### config.mk
export PLATFORM = sky130hd
export DESIGN_NAME = light_monitor
export DESIGN_NICKNAME = d
export VERILOG_FILES = /design/src/rtl/traffic_pkg.sv /design/src/rtl/aspect_tracker.sv /design/src/rtl/light_monitor.sv
export SDC_FILE = /design/constraint.sdc
export NUM_CORES = 1
export LEC_CHECK = 0
export BUFFER_PORTS_ARGS = -buffer_cell sky130_fd_sc_hd__buf_2
export CAP_MARGIN = 20
export CORE_MARGIN = 3
export CORE_UTILIZATION = 30
export DETAILED_ROUTE_END_ITERATION = 10
export PLACE_DENSITY = 0.58
export RECOVER_POWER = 100
export SYNTH_ARGS = -nofsm -noshare
export SYNTH_HDL_FRONTEND = slang
export SYNTH_SLANG_ARGS = --single-unit
### constraint.sdc
create_clock -name clk -period 2.8 [get_ports clk]
set_input_delay 0.28 -clock clk [delete_from_list [all_inputs] [get_ports clk]]
set_output_delay 0.28 -clock clk [all_outputs]
set_load 0.005 [all_outputs]
### src/rtl/traffic_pkg.sv
// traffic_pkg: shared aspect/fault/state types and lamp bit positions for the light monitor.
package traffic_pkg;
    typedef enum logic [1:0] {ASP_RED, ASP_YEL, ASP_GRN, ASP_BAD} aspect_e;
    typedef enum logic [2:0] {FLT_NONE, FLT_CONFLICT, FLT_LAMP, FLT_SEQ, FLT_SHORT_Y, FLT_STUCK_Y} fault_e;
    typedef enum logic [1:0] {ARM, RUN, FAULT} mon_state_e;
    localparam int LAMP_G = 2;
    localparam int LAMP_Y = 1;
    localparam int LAMP_R = 0;
    localparam int ROAD_OFS = 3;

    function automatic aspect_e decode(input logic [2:0] l);
        return l == 3'(1 << LAMP_G) ? ASP_GRN :
               l == 3'(1 << LAMP_Y) ? ASP_YEL :
               l == 3'(1 << LAMP_R) ? ASP_RED : ASP_BAD;
    endfunction
endpackage

### src/rtl/aspect_tracker.sv
// aspect_tracker: per-road aspect decode, previous aspect and dwell counter with
// sequence and yellow-timing checks; arm_i takes the current sample as a fresh baseline.
module aspect_tracker
    import traffic_pkg::*;
#(
    parameter int MIN_YELLOW = 3,
    parameter int MAX_YELLOW = 8
) (
    input  logic       clk,
    input  logic       rst,
    input  logic       arm_i,
    input  logic [2:0] lamps_i,
    output aspect_e    aspect_o,
    output logic       seq_err_o,
    output logic       short_y_o,
    output logic       stuck_y_o,
    output logic       rtg_o
);
    localparam int DW = $clog2(MAX_YELLOW + 2);

    aspect_e asp, prev_q, prev_d;
    logic [DW-1:0] dwell_q, dwell_d;
    logic chg, legal;

    always_comb begin
        asp = decode(lamps_i);
        chg = asp != prev_q;
        legal = (prev_q == ASP_GRN && asp == ASP_YEL) ||
                (prev_q == ASP_YEL && asp == ASP_RED) ||
                (prev_q == ASP_RED && asp == ASP_GRN);
        seq_err_o = !arm_i && chg && !legal;
        short_y_o = !arm_i && prev_q == ASP_YEL && asp == ASP_RED && dwell_q < DW'(MIN_YELLOW);
        // dwell_q excludes the current sample, so equality here means MAX_YELLOW+1 samples
        stuck_y_o = !arm_i && !chg && asp == ASP_YEL && dwell_q == DW'(MAX_YELLOW);
        rtg_o = !arm_i && prev_q == ASP_RED && asp == ASP_GRN;
        prev_d = asp;
        dwell_d = (arm_i || chg) ? DW'(1) : dwell_q + DW'(dwell_q != '1);
    end

    assign aspect_o = asp;

    always_ff @(posedge clk or posedge rst) begin
        if (rst) begin
            prev_q <= ASP_RED;
            dwell_q <= '0;
        end else begin
            prev_q <= prev_d;
            dwell_q <= dwell_d;
        end
    end
endmodule

### src/rtl/light_monitor.sv
// light_monitor: conflict/malfunction monitor on the light bus with a latched fault and
// flashing-red fallback. Define LIGHT_MON_STATS_EN to add per-road R->G counters.
module light_monitor
    import traffic_pkg::*;
#(
    parameter int MIN_YELLOW = 3,
    parameter int MAX_YELLOW = 8,
    parameter int FLASH_HALF = 4
) (
    input  logic       clk,
    input  logic       rst,
    input  logic [5:0] light_i,
    input  logic       fault_clr_i,
    output logic [5:0] safe_light_o,
    output logic       fault_o,
    output logic [2:0] fault_code_o
`ifdef LIGHT_MON_STATS_EN
    ,
    output logic [15:0] hw_cycles_o,
    output logic [15:0] cr_cycles_o
`endif
);
    localparam int FW = $clog2(FLASH_HALF + 1);
    localparam logic [5:0] ALL_RED = (6'(1) << (ROAD_OFS + LAMP_R)) | (6'(1) << LAMP_R);

    mon_state_e state_q;
    fault_e code_q, code_d;
    aspect_e hw_asp, cr_asp;
    logic [5:0] safe_q;
    logic [FW-1:0] flash_q, flash_d;
    logic fault_q, ph_q, ph_d, arm, conflict, lamp;
    logic hw_seq, hw_short, hw_stuck, hw_rtg, cr_seq, cr_short, cr_stuck, cr_rtg;

    assign arm = state_q == ARM;

    aspect_tracker #(.MIN_YELLOW(MIN_YELLOW), .MAX_YELLOW(MAX_YELLOW)) u_hw (
        .clk(clk), .rst(rst), .arm_i(arm), .lamps_i(light_i[2:0]), .aspect_o(hw_asp),
        .seq_err_o(hw_seq), .short_y_o(hw_short), .stuck_y_o(hw_stuck), .rtg_o(hw_rtg)
    );

    aspect_tracker #(.MIN_YELLOW(MIN_YELLOW), .MAX_YELLOW(MAX_YELLOW)) u_cr (
        .clk(clk), .rst(rst), .arm_i(arm), .lamps_i(light_i[ROAD_OFS +: 3]), .aspect_o(cr_asp),
        .seq_err_o(cr_seq), .short_y_o(cr_short), .stuck_y_o(cr_stuck), .rtg_o(cr_rtg)
    );

    always_comb begin
        conflict = (hw_asp == ASP_GRN || hw_asp == ASP_YEL) && (cr_asp == ASP_GRN || cr_asp == ASP_YEL);
        lamp = hw_asp == ASP_BAD || cr_asp == ASP_BAD;
        code_d = conflict ? FLT_CONFLICT :
                 lamp ? FLT_LAMP :
                 (hw_seq || cr_seq) ? FLT_SEQ :
                 (hw_stuck || cr_stuck) ? FLT_STUCK_Y :
                 (hw_short || cr_short) ? FLT_SHORT_Y : FLT_NONE;
        ph_d = flash_q == FW'(FLASH_HALF - 1) ? !ph_q : ph_q;
        flash_d = flash_q == FW'(FLASH_HALF - 1) ? '0 : flash_q + 1'b1;
    end

    // Offending sample is replaced by the flash pattern on the edge the fault is latched
    always_ff @(posedge clk or posedge rst) begin
        if (rst) begin
            state_q <= ARM;
            safe_q <= ALL_RED;
            fault_q <= 1'b0;
            code_q <= FLT_NONE;
            flash_q <= '0;
            ph_q <= 1'b1;
        end else if (state_q == FAULT) begin
            if (fault_clr_i) begin
                state_q <= ARM;
                safe_q <= ALL_RED;
                fault_q <= 1'b0;
                code_q <= FLT_NONE;
            end else begin
                flash_q <= flash_d;
                ph_q <= ph_d;
                safe_q <= ph_d ? ALL_RED : '0;
            end
        end else if (code_d != FLT_NONE) begin
            state_q <= FAULT;
            safe_q <= ALL_RED;
            fault_q <= 1'b1;
            code_q <= code_d;
            flash_q <= '0;
            ph_q <= 1'b1;
        end else begin
            state_q <= RUN;
            safe_q <= light_i;
        end
    end

    assign safe_light_o = safe_q;
    assign fault_o = fault_q;
    assign fault_code_o = code_q;

`ifdef LIGHT_MON_STATS_EN
    logic [15:0] hw_cnt_q, cr_cnt_q;

    always_ff @(posedge clk or posedge rst) begin
        if (rst) begin
            hw_cnt_q <= '0;
            cr_cnt_q <= '0;
        end else begin
            hw_cnt_q <= hw_cnt_q + 16'(state_q == RUN && hw_rtg && hw_cnt_q != '1);
            cr_cnt_q <= cr_cnt_q + 16'(state_q == RUN && cr_rtg && cr_cnt_q != '1);
        end
    end

    assign hw_cycles_o = hw_cnt_q;
    assign cr_cycles_o = cr_cnt_q;
`else
    logic stats_unused;
    assign stats_unused = hw_rtg ^ cr_rtg;
`endif
endmodule
==> metrics list <==
- The run finished with clean final reports.
- For this run, the number of Yosys warnings is 0.
- Setup repair after global routing missed its margin: false
* Leakage dissipation: 0.766 nW
* Clock latency on the worst-skew pair: 270 ps
- Commonest non-fill, non-tap cell in the layout: sky130_fd_sc_hd__dfrtp_1
- Met2 layer usage reported by global route: 17.7%
- Number of top-level design ports: 19
- Arrival time of data at the critical path endpoint: 2550 ps
- Registers take 704 µm².
- Synth Register Bits: 28
- Leading register cell type out of synthesis: sky130_fd_sc_hd__dfrtp_1
* Net count after synthesis: 187
* Width of the die: between 80 and 90 µm
- Final setup violating endpoints: 0
* Share of layout cells above drive strength 1: 13.4%
- Fraction of synthesized cell area in xor and xnor cells: 5.75%
- The initial utilization of the core area, before any placement, comes to about a third.
- Via Count: 1,261
- Total power per unit cell area: 538 nW/µm²
- Area of the multi-input gates: 882 µm²
- Biggest fanout along the worst timing path: 8
* Worst VDD drop: 359 µV
- From bottom edge to top edge, the die measures approximately 80 µm.
- Depth of the worst register-to-register path: 6
- The hold violation total from the final report was 0.
* Vias in the first global route: 1,248
* Max stage delay on crit path: 470 ps
- Detailed Place HPWL: 2440 µm
- Via density: 4.91
- Grt met1 use: 16.0%
* Ant diodes: 0
* Average routed wire per standard cell: 13.3 µm
- Routability-driven placement finished with a final weighted congestion of 0.797.
* Max Fclk: approximately 420 MHz
- Kind of start point of the critical path: flip-flop
- After detailed routing, the number of remaining DRC violations is 0.
- List of cells traversed by the critical path: or3b_1 > or4b_1 > o22ai_1 > a311o_1 > nor3_4 > a221o_1
- Worst setup slack after layout: 411 ps
* Portion of the post-synthesis area used by sequential elements: 42.0%
- Total Routed Length: 3410 µm
- Compared with the post-synthesis result, the final layout area differs by 10.0%.
- After Yosys synthesis, full adders, half adders and majority gates account for 5.00% of the synthesized area.
* Worst slew slack as a fraction of its limit: 1.20%
* Site Rows: 26
- Fill cells in the final layout number 548.
- Antenna violations before repair: 0
* Worst setup EP type: flip-flop
- The cell count after synthesis came out at 173.
* Combinational family with the most area after synthesis: simple AND/OR/NAND/NOR gates
- On the final layout, the worst hold slack is 348 ps.
* Slowest cell on the critical path: sky130_fd_sc_hd__or4b_1
* Pre-CTS setup slack: 448 ps
- Hold Path Class: in2reg
- The synthesized netlist devotes between 10% and 20% of its cell area to compound gates.
- In this run the standard cell core region covers 5240 µm².
- The critical path in this run is classified as reg2reg.
- Port buffering added 18 buffers.
* GRT Util Overall: 11.5%
- Most used cells in the layout excluding fill and tap cells: 25 x sky130_fd_sc_hd__dfrtp_1, 13 x sky130_fd_sc_hd__nor2_1, 12 x sky130_fd_sc_hd__clkbuf_1
- After global routing, the most crowded layer is met2.
* Worst hold path stage count: 4
- The worst path needs 2390 ps of the cycle, external delays included.
- Number of hold buffers added after cts: 0
- After the flow finishes, the layout carries non-filler instances totaling around 260.
- Slew at the pin with the worst max-slew slack: 1480 ps
- Post-CTS timing repair inserted 0 buffers for setup.
- Number of enable flip-flop cells after synthesis: 0
* Total count of max-transition violations in the final report: 0
- TritonCTS built the clock tree.
- Async set or reset register ratio after synthesis: 100%
- Mux contribution to synthesized area: 0%
- Required time at the endpoint of the critical path: 2960 ps
- Area fraction in and, or, nand and nor cells after synthesis: a little over a quarter
- Final Cycle Share: a little under nine tenths
* Mean instance size in the synthesized netlist: 9.68 µm²
- Max-capacitance violation count: 0
- Clock root buffer: sky130_fd_sc_hd__clkbuf_8
- Synthesis instantiated slightly below 60 different standard cells from the library.
- Number of resized instances in the post-cts repair step: 0
- In this run, the number of DRC markers left after iteration 0 of detailed routing was 90.
* Area of the mapped netlist: ~1700 µm²
* H-tree levels: 1
- Met3 capacity usage during global routing: 3.22%
* Total iterations of the first detailed-routing run: 4
- Power after layout: 0.992 mW
- In this run the remaining antenna-violating nets after routing total 0.
- Clock skew on the completed layout was measured at about 4.8 ps.
- The die covers 6520 µm².
- The number of clock buffers added by TritonCTS is 3.
- Global-route wire length before repair: between 5000 and 6000 µm
- The clock net in this run drives a total of 28 sinks.
- Entering global routing, the biggest net connects 29 pins.
- Maximum buffer depth of the clock tree: 2
* Final net count: 202
* Dpl cells: 253
- After global routing the overflow that remains totals 0.
* Sum Neg Setup Slack: 0 ps
- Clock Pin Slew Worst Setup and Hold Paths: about 90 ps
[synth_stat cells, types with 2 or more instances]
cell | n | area, µm²
sky130_fd_sc_hd__a21o_1 | 2 | 15.0
sky130_fd_sc_hd__a21oi_1 | 4 | 20.0
sky130_fd_sc_hd__and2_1 | 6 | 37.5
sky130_fd_sc_hd__clkbuf_1 | 8 | 30.0
sky130_fd_sc_hd__dfrtp_1 | 25 | 626
sky130_fd_sc_hd__dfstp_2 | 3 | 78.8
sky130_fd_sc_hd__ha_1 | 5 | 62.6
sky130_fd_sc_hd__inv_1 | 6 | 22.5
sky130_fd_sc_hd__nand2_1 | 11 | 41.3
sky130_fd_sc_hd__nand2b_1 | 8 | 50.1
sky130_fd_sc_hd__nand3_1 | 5 | 25.0
sky130_fd_sc_hd__nand4_1 | 2 | 12.5
sky130_fd_sc_hd__nor2_1 | 13 | 48.8
sky130_fd_sc_hd__nor2b_1 | 2 | 12.5
sky130_fd_sc_hd__nor3_1 | 3 | 15.0
sky130_fd_sc_hd__nor3b_1 | 2 | 15.0
sky130_fd_sc_hd__nor4b_1 | 4 | 35.0
sky130_fd_sc_hd__o21ai_0 | 6 | 30.0
sky130_fd_sc_hd__o21ai_1 | 5 | 25.0
sky130_fd_sc_hd__o22ai_1 | 2 | 12.5
sky130_fd_sc_hd__or2_2 | 2 | 12.5
sky130_fd_sc_hd__or3_1 | 3 | 18.8
sky130_fd_sc_hd__or3b_1 | 2 | 17.5
sky130_fd_sc_hd__xnor2_1 | 4 | 35.0
sky130_fd_sc_hd__xor2_1 | 7 | 61.3
[path summary, 6_finish.rpt]
| kind | from | endpoint | slack, ps |
|---|---|---|---|
| max reg2reg | u_cr.dwell_q[0] | fault_code_o[0] | 410 |
| max | u_cr.dwell_q[0] | fault_code_o[0] | 410 |
| min reg2reg | fault_code_o[2] | fault_code_o[2] | 490 |
| max in group asynchronous | rst | u_hw.prev_q[0] | 1440 |
| min in group asynchronous | rst | u_cr.prev_q[0] | 490 |
| min | fault_clr_i | ph_q | 350 |
[registers in the layout, indices dropped and copies added, names as in the netlist, 2 cells and up]
register      flops
u_hw.prev_q       2
fault_code_o      3
u_cr.prev_q       2
u_hw.dwell_q      4
state_q           2
flash_q           3
u_cr.dwell_q      4
safe_light_o      6
[critical path: cells and delay by family, from the launching register on]
family / cells / cell delay, ps
simple gates: 3 / 950
flops: 1 / 410
compound gates: 3 / 920
[cell type report]
type	instances	share of cell area, %
multi-input cells	128	47.9
inverters	7	1.43
flip-flops and latches	28	38.2
repair buffers	20	4.75
clock buffers	4	2.99
well taps	70	4.75
[metrics by stage]
stage,utilization (%),area [µm²]
final,35.2,1840
after global routing,35.2,1840
after CTS,35.8,1880
after detailed placement,34.8,1820
after global placement,34.8,1820
after floorplan,-,1680
[per-layer routing]
layer | up-vias | wire length (µm)
met5 | - | 0
met4 | 0 | 48
met3 | 6 | 105
met2 | 17 | 1530
met1 | 598 | 1720
li1 | 640 | -
[power breakdown]
part           internal, mW  leakage, nW  switching, mW  total, mW
Sequential            0.463        0.345         0.0436      0.507
Clock                 0.126       0.0288          0.122      0.248
Combinational         0.104        0.392          0.133      0.237
Total                 0.693        0.766          0.299      0.992
[cells by family (layout without fill, tap and decap cells)]
group	Yosys count	in the layout
AND/OR/NAND/NOR	73	73
AO/OA/AOI/OAI	37	37
flip-flops	28	28
buffers and inverters	17	31
XOR/XNOR	11	11
adder cells (fa/ha/maj)	7	7
(Power assumes the default switching activity.)
